**src/rtl/serial_frame_receiver.sv**
```systemverilog
// Receives a frame of NUM_WORDS serial words from an asynchronous two-wire link.
// Each assembled word goes out on a RAM write port; frame_ready/frame_ack closes the frame.
module serial_frame_receiver #(
  parameter int WORD_WIDTH     = 16,
  parameter int NUM_WORDS      = 784,
  parameter int ADDR_WIDTH     = 10,
  parameter int MSB_FIRST      = 0,
  parameter int SYNC_STAGES    = 2,
  parameter int TIMEOUT_CYCLES = 4096
) (
  input  logic                  CLOCK_50,
  input  logic                  reset,
  input  logic                  enable,
  input  logic                  serial_clk,
  input  logic                  serial_data,
  output logic                  wr_en,
  output logic [ADDR_WIDTH-1:0] wr_addr,
  output logic [WORD_WIDTH-1:0] wr_data,
  output logic                  busy,
  output logic                  frame_ready,
  input  logic                  frame_ack,
  output logic                  timeout_err,
  output logic                  overrun_err
);

  localparam int BCW = $clog2(WORD_WIDTH + 1);
  localparam int ICW = $clog2(TIMEOUT_CYCLES + 1);
  localparam logic [BCW-1:0]        LAST_BIT   = BCW'(WORD_WIDTH - 1);
  localparam logic [ADDR_WIDTH-1:0] LAST_WORD  = ADDR_WIDTH'(NUM_WORDS - 1);
  localparam logic [ICW-1:0]        IDLE_LIMIT = ICW'(TIMEOUT_CYCLES - 1);

  typedef enum logic [1:0] {S_IDLE, S_RECEIVE, S_DONE} state_t;

  state_t                  state;
  logic [SYNC_STAGES-1:0]  clk_sync;
  logic [SYNC_STAGES-1:0]  data_sync;
  logic                    sync_clk_d;
  logic                    ser_edge;
  logic                    ser_bit;
  logic [BCW-1:0]          bit_cnt;
  logic [ADDR_WIDTH-1:0]   word_cnt;
  logic [ICW-1:0]          idle_cnt;
  logic [WORD_WIDTH-1:0]   shreg;

  function automatic logic [WORD_WIDTH-1:0] shift_in(input logic [WORD_WIDTH-1:0] cur,
                                                     input logic b);
    if (MSB_FIRST != 0) return {cur[WORD_WIDTH-2:0], b};
    else                return {b, cur[WORD_WIDTH-1:1]};
  endfunction

  // Equal depth on both paths keeps the sampled data aligned with the clock edge.
  always_ff @(posedge CLOCK_50) begin
    if (reset) begin
      clk_sync   <= '0;
      data_sync  <= '0;
      sync_clk_d <= 1'b0;
    end else begin
      // NOTE: non-blocking assignments let every stage sample the previous stage's old value.
      clk_sync   <= {clk_sync[SYNC_STAGES-2:0], serial_clk};
      data_sync  <= {data_sync[SYNC_STAGES-2:0], serial_data};
      sync_clk_d <= clk_sync[SYNC_STAGES-1];
    end
  end

  assign ser_edge = clk_sync[SYNC_STAGES-1] & ~sync_clk_d;
  assign ser_bit  = data_sync[SYNC_STAGES-1];

  always_ff @(posedge CLOCK_50) begin
    if (reset) begin
      state       <= S_IDLE;
      bit_cnt     <= '0;
      word_cnt    <= '0;
      idle_cnt    <= '0;
      shreg       <= '0;
      wr_en       <= 1'b0;
      wr_addr     <= '0;
      wr_data     <= '0;
      busy        <= 1'b0;
      frame_ready <= 1'b0;
      timeout_err <= 1'b0;
      overrun_err <= 1'b0;
    end else begin
      // NOTE: the strobe defaults low each cycle so it can only ever be a single-cycle pulse.
      wr_en <= 1'b0;
      unique case (state)
        S_IDLE: begin
          if (ser_edge && enable) begin
            state       <= S_RECEIVE;
            busy        <= 1'b1;
            timeout_err <= 1'b0;
            bit_cnt     <= BCW'(1);
            word_cnt    <= '0;
            idle_cnt    <= '0;
            shreg       <= shift_in('0, ser_bit);
          end
        end
        S_RECEIVE: begin
          if (ser_edge) begin
            idle_cnt <= '0;
            if (bit_cnt == LAST_BIT) begin
              wr_en   <= 1'b1;
              wr_data <= shift_in(shreg, ser_bit);
              wr_addr <= word_cnt;
              bit_cnt <= '0;
              shreg   <= '0;
              if (word_cnt == LAST_WORD) begin
                state       <= S_DONE;
                busy        <= 1'b0;
                frame_ready <= 1'b1;
                word_cnt    <= '0;
              end else begin
                word_cnt <= word_cnt + 1'b1;
              end
            end else begin
              bit_cnt <= bit_cnt + 1'b1;
              shreg   <= shift_in(shreg, ser_bit);
            end
          end else if (idle_cnt == IDLE_LIMIT) begin
            // Abort: words already written stay in RAM, the partial word is dropped.
            state       <= S_IDLE;
            busy        <= 1'b0;
            timeout_err <= 1'b1;
            bit_cnt     <= '0;
            word_cnt    <= '0;
            idle_cnt    <= '0;
            shreg       <= '0;
          end else begin
            idle_cnt <= idle_cnt + 1'b1;
          end
        end
        S_DONE: begin
          if (frame_ack) begin
            state       <= S_IDLE;
            frame_ready <= 1'b0;
            overrun_err <= ser_edge;
          end else if (ser_edge) begin
            overrun_err <= 1'b1;
          end
        end
        default: state <= S_IDLE;
      endcase
    end
  end

endmodule
```
**config.mk**
```make
export PLATFORM = sky130hd
export DESIGN_NAME = serial_frame_receiver
export DESIGN_NICKNAME = d
export VERILOG_FILES = /design/src/rtl/serial_frame_receiver.sv
export SDC_FILE = /design/constraint.sdc
export NUM_CORES = 1
export LEC_CHECK = 0
export CAP_MARGIN = 20
export CELL_PAD_IN_SITES_DETAIL_PLACEMENT = 1
export CELL_PAD_IN_SITES_GLOBAL_PLACEMENT = 1
export CORE_MARGIN = 2
export CORE_UTILIZATION = 35
export CTS_CLUSTER_SIZE = 40
export DETAILED_ROUTE_END_ITERATION = 6
export GPL_TIMING_DRIVEN = 1
export PLACE_DENSITY_LB_ADDON = 0.1
export SYNTH_ARGS = -nofsm -noshare
export SYNTH_HDL_FRONTEND = slang
export SYNTH_SLANG_ARGS = --single-unit
```
**constraint.sdc**
```tcl
create_clock -name CLOCK_50 -period 2.15 [get_ports CLOCK_50]
set_clock_uncertainty 0.05 [all_clocks]
set_input_delay 0.43 -clock CLOCK_50 [delete_from_list [all_inputs] [get_ports CLOCK_50]]
set_output_delay 0.43 -clock CLOCK_50 [all_outputs]
set_load 0.02 [all_outputs]
```
After elaboration in Yosys (flattened, before gate mapping):

Cells that the tools add are included.

* register bits: 82
* input port bits: 6
* memories kept: 0
* bits in latches: 0
* ROM bits: 0
* memory bits (writable): 0
* output and inout port bits: 31

* bitwise operators: 4
* reductions and logical operators: 15
* magnitude comparators: 0
* shift-type cells: 0
* div/mod/pow operators: 0
* multiply operators: 0
* multiplexer cells: 45
* $add $sub $neg: 3
* equal/unequal tests: 15

Operators by type and width (count)
* $mux 16: 4
* $mux 10: 5
* $mux 13: 3
* $pmux 16 s2: 1
* $pmux 13 s2: 1
* $mux 5: 4
* $pmux 10 s2: 1
* $mux 1: 15
* $reduce_and 5->1: 3
* $ne 2x2->1 const B: 7
* $add 13x1->13 const B: 1
* $eq 13x12->1 const B: 1
* $mux 2: 6
* $add 10x1->10 const B: 1
* $eq 10x10->1 const B: 1
* $pmux 5 s2: 1
* $ne 3x3->1 const B: 3
* $reduce_and 4->1: 2
* $pmux 1 s2: 3
* $pmux 2 s3: 1
* $reduce_and 3->1: 2
* $reduce_bool 2->1: 3
* $add 5x1->5 const B: 1
* $eq 5x4->1 const B: 1
* 8 further kinds: 11

Longest topological paths before layout:

* depth after elaboration: 5
* gate-level depth with buffers: 8
* mapped depth without buffers: 6

Worst setup path before layout:

OpenSTA, ideal clock, no wires.

* path kind: flip-flop to flip-flop
* start: register idle_cnt[0]
* end: register word_cnt[5]
* library setup time: 0.117 ns
* arrival time: 1.857 ns
* cell stages (with the launch flop): 7
* path slack: 0.126 ns
* cells stage by stage: dfxtp_1 > ha_1 > nand3_1 > or4_1 > a21boi_2 > o21ai_0 > a32o_1

* cells in the longest elaborated chain, start to end: 3

Ends and longest elaborated chain
* start, declared: RTL line 42 `logic [ICW-1:0] idle_cnt;`
* start signal, assigned: RTL line 128 `idle_cnt <= idle_cnt + 1'b1;`
* $eq 13x12->1: RTL line 118 `end else if (idle_cnt == IDLE_LIMIT) begin`
* $ne 3x3->1 (no source line)
* $reduce_and 4->1 (no source line)
* end signal, assigned: RTL line 112 `word_cnt <= word_cnt + 1'b1;`
* end, declared: RTL line 41 `logic [ADDR_WIDTH-1:0] word_cnt;`

No other way between the ends.
A chain may end at the register's enable or synchronous reset.

Worst setup path after layout:

* start: register word_cnt[8]
* end: register word_cnt[5]

* cells in the longest elaborated chain, start to end: 5

Ends and longest elaborated chain
* $eq 10x10->1: RTL line 106 `if (word_cnt == LAST_WORD) begin`
* $mux 10: RTL line 106
* $mux 10: RTL line 100 `if (bit_cnt == LAST_BIT) begin`
* $mux 10: RTL line 98 `if (ser_edge) begin`
* $pmux 10 s2: RTL line 85 `unique case (state)`

No other way between the ends. The select of a mux whose other input is x is not followed.

==> flow_metrics.py <==
metrics = {
    "outcome": {
        "status": "finished, final reports clean",
    },
    "logic_synthesis": {
        "synth_edf_count": 0,
        "synthDistinctLibCells": 48,
        "async_flop_share_pct": 0,
        "synthesis.nets": 393,
        "synth-seq-cells": 81,
        "synth_area_um2": 3260,
        "yosys_warnings": 0,
        "syn_inst": 384,
        "ys_seq_area_share_pct": 49.7,
        "synth-main-ff-cell": "dfxtp_1",
        "synth_area_per_cell_um2": 8.49,
    },
    "sta": {
        "tns_ns": 0,
        "setup-violations-final": 0,
        "drv_slew": 0,
        "worstMarginPinSlew_ns": 0.404,
        "max-slew-margin-rel_pct": 73.0,
        "fmax_mhz": 494,
        "fin_crit_ns": 2.02,
        "report.final.hold_viol_count": 0,
        "period_share_pct": 94.1,
        "setup_slack_ns": 0.126,
    },
    "power_and_ir_drop": {
        "peakVddDrop_uv": 258,
        "p_sw_share_pct": 23.6,
        "comb_power_share_pct": 4.3,
        "power.density_nw_per_um2": 666,
        "switchingPower_uw": 659,
        "pwr-share-seq_pct": 54.3,
        "p_clk_share_pct": 41.5,
        "leakage_uw": 0.00145,
        "internal_power_uw": 2130,
    },
    "drt": {
        "wl_per_cell_um": 15.0,
        "first_iter_violations": 82,
        "drtAntennaViolNets": 0,
        "dr.pass1.iters": 4,
        "avgViaCountPerCell": 5.24,
        "drt-total-wl_um": 8440,
        "drc": 0,
        "vias": 2956,
    },
    "hold_path": {
        "holdPathStages": 1,
        "hp-start": "clk_sync[0]",
        "hp-class": "register to register",
    },
    "clock_tree": {
        "h-tree-depth": 3,
        "worstSkewPairLatency_ns": 0.36,
        "cts_sinks": 81,
        "path_clk_slew_ns": 0.09,
        "cts_tree": "built",
        "hold_buffers": 0,
        "cts-buffers-inserted": 9,
        "cts.path.max_buffers": 2,
        "root_buffer": "clkbuf_8",
    },
    "worst_setup_path": {
        "reg2regPathDepth": 6,
        "critPathArrivalTime_ns": 2.23,
        "crit_path_start": "word_cnt[8]",
        "r2r-start": "word_cnt[8]",
        "cp_cell_sequence": "or4b_1 -> nor3b_4 -> a21o_1 -> nor2_1 -> buf_4 -> a32o_1",
        "end_kind": "register",
        "crit_type": "register to register",
        "cp_data_required_time_ns": 2.36,
        "path_max_fanout": 5,
        "critPathSlowestCell": "or4b_1",
        "start_kind": "register",
        "slowest_delay_ns": 0.54,
    },
    "grt": {
        "grt_pass1_vias": 3011,
        "track_usage_pct": 18.1,
        "grt_pass1_wl_um": 14700,
        "grt_max_degree": 40,
        "grt.overflow.total": 0,
        "antenna_found_initial": 0,
    },
    "finish": {
        "fin_nets": 457,
        "fin_util_pct": 45.8,
        "final_area_um2": 4190,
        "drive_gt1_share_pct": 14.6,
        "insertedDiodeCount": 0,
        "area_growth_pct": 28.4,
    },
    "placement": {
        "pre_cts_slack_ns": -0.101,
        "dp_hpwl_um": 5970,
        "port-buffer-count": 36,
        "place_area_um2": 3940,
        "routabilityCongestion": 0.763,
    },
    "floorplanning": {
        "die_h_um": 101,
        "fp-row-count": 35,
        "dieArea_um2": 10100,
        "coreArea_um2": 9150,
        "io_pins": 37,
        "start_util_pct": 35.6,
        "fp.dieW_um": 101,
    },
    "run": {
        "maxCapViolations": 0,
    },
}
-- Yosys cell counts, drive strengths merged, types with 7 or more instances --
cell	number	area, um^2
nand2	71	267
a21oi	40	200
o21ai	10	53.8
a22oi	17	128
nor2	45	169
nor2b	7	46.3
nand3	14	70.1
nor3	10	50.1
clkbuf	13	48.8
dfxtp	81	1620
-- metal layers --
layer	vias up	wire length (um)	GRT usage, %	share of wire [%]
met5	-	0	0	0
met4	0	124	6.95	1.5
met3	11	221	3.26	2.6
met2	30	3940	28.7	47
met1	1442	4150	24.6	49
li1	1473	-	-	-
-- power groups by stage --
stage | sequential (uW) | clock [uW] | combinational [uW]
2_1_floorplan | 1550 | 0 | 63.6
3_3_place_gp | 1550 | 0 | 115
3_5_place_dp | 1550 | 0 | 117
4_1_cts | 1510 | 1200 | 117
5_1_grt | 1520 | 1270 | 132
6_report | 1510 | 1160 | 119
-- layout by cell type (no fill, tap or decap), drive strengths merged, types with 2 or more instances in the layout --
master         count
a22oi             17
nand2             71
inv                7
clkbuf            11
a21o               4
dfxtp             81
a31oi              2
o21ai             10
clkdlybuf4s50     35
and3               5
a32o               5
xor2               2
a211oi             3
xnor2              6
a311oi             4
nor3              10
nor4               3
nand3b             3
buf               37
o2111ai            2
nor2b              7
clkinv             2
a221oi             2
nand3             14
nand4              2
nor2              45
ha                 3
or3                2
or4                3
a21oi             40
-- sequential cells by signal (all words and copies together), names as in the netlist --
signal       count
word_cnt        10
wr_en            1
sync_clk_d       1
overrun_err      1
clk_sync         2
shreg           15
wr_data         16
idle_cnt        13
wr_addr         10
timeout_err      1
data_sync        2
frame_ready      1
busy             1
state            2
bit_cnt          5
-- stage by stage --
stage                     hold WS [ns]  instances  total power [uW]
final                            0.399        564              2790
after global routing             0.419        564              2920
after CTS                        0.391        562              2830
after detailed placement         0.377        546              1670
after global placement           0.372        546              1660
after floorplan                  0.364        384              1610
-- cell families after synthesis --
group / share of synthesized area, %
and+or+nand+nor: 25.3
AOI/OAI and AO/OA: 18.7
adders and majority gates: 1.15
DFF: 49.7
buffers and inverters: 3.03
xor gates and xnor gates: 2.15
-- layout make-up --
type | instances | area, um^2
clock buffer | 11 | 141
clock inverter | 5 | 63.8
fill | 1087 | 4960
inverter | 6 | 22.5
multi-input combinational | 278 | 1570
sequential | 81 | 1630
tap | 111 | 139
timing repair buffer | 72 | 629
-- worst paths after layout --
kind,end,slack [ns]
worst min register to register,clk_sync[1],0.40
worst min-delay path,clk_sync[1],0.40
worst max-delay path,word_cnt[5],0.13
worst max register to register,word_cnt[5],0.13
-- what timing repair did --
| action | CTS | global route |
|---|---|---|
| resized for setup | 0 | 9 |
| endpoints found under the setup margin | 0 | 16 |
| buffers inserted | 0 | 2 |
-- critical path: cells and delay by family (launching register included) --
| family | cells | cell delay (ns) |
|---|---|---|
| buffers and inverters | 1 | 0.15 |
| AOI/OAI and AO/OA | 2 | 0.43 |
| DFF | 1 | 0.41 |
| and+or+nand+nor | 3 | 0.87 |
Power figures use the tool's default switching activity.
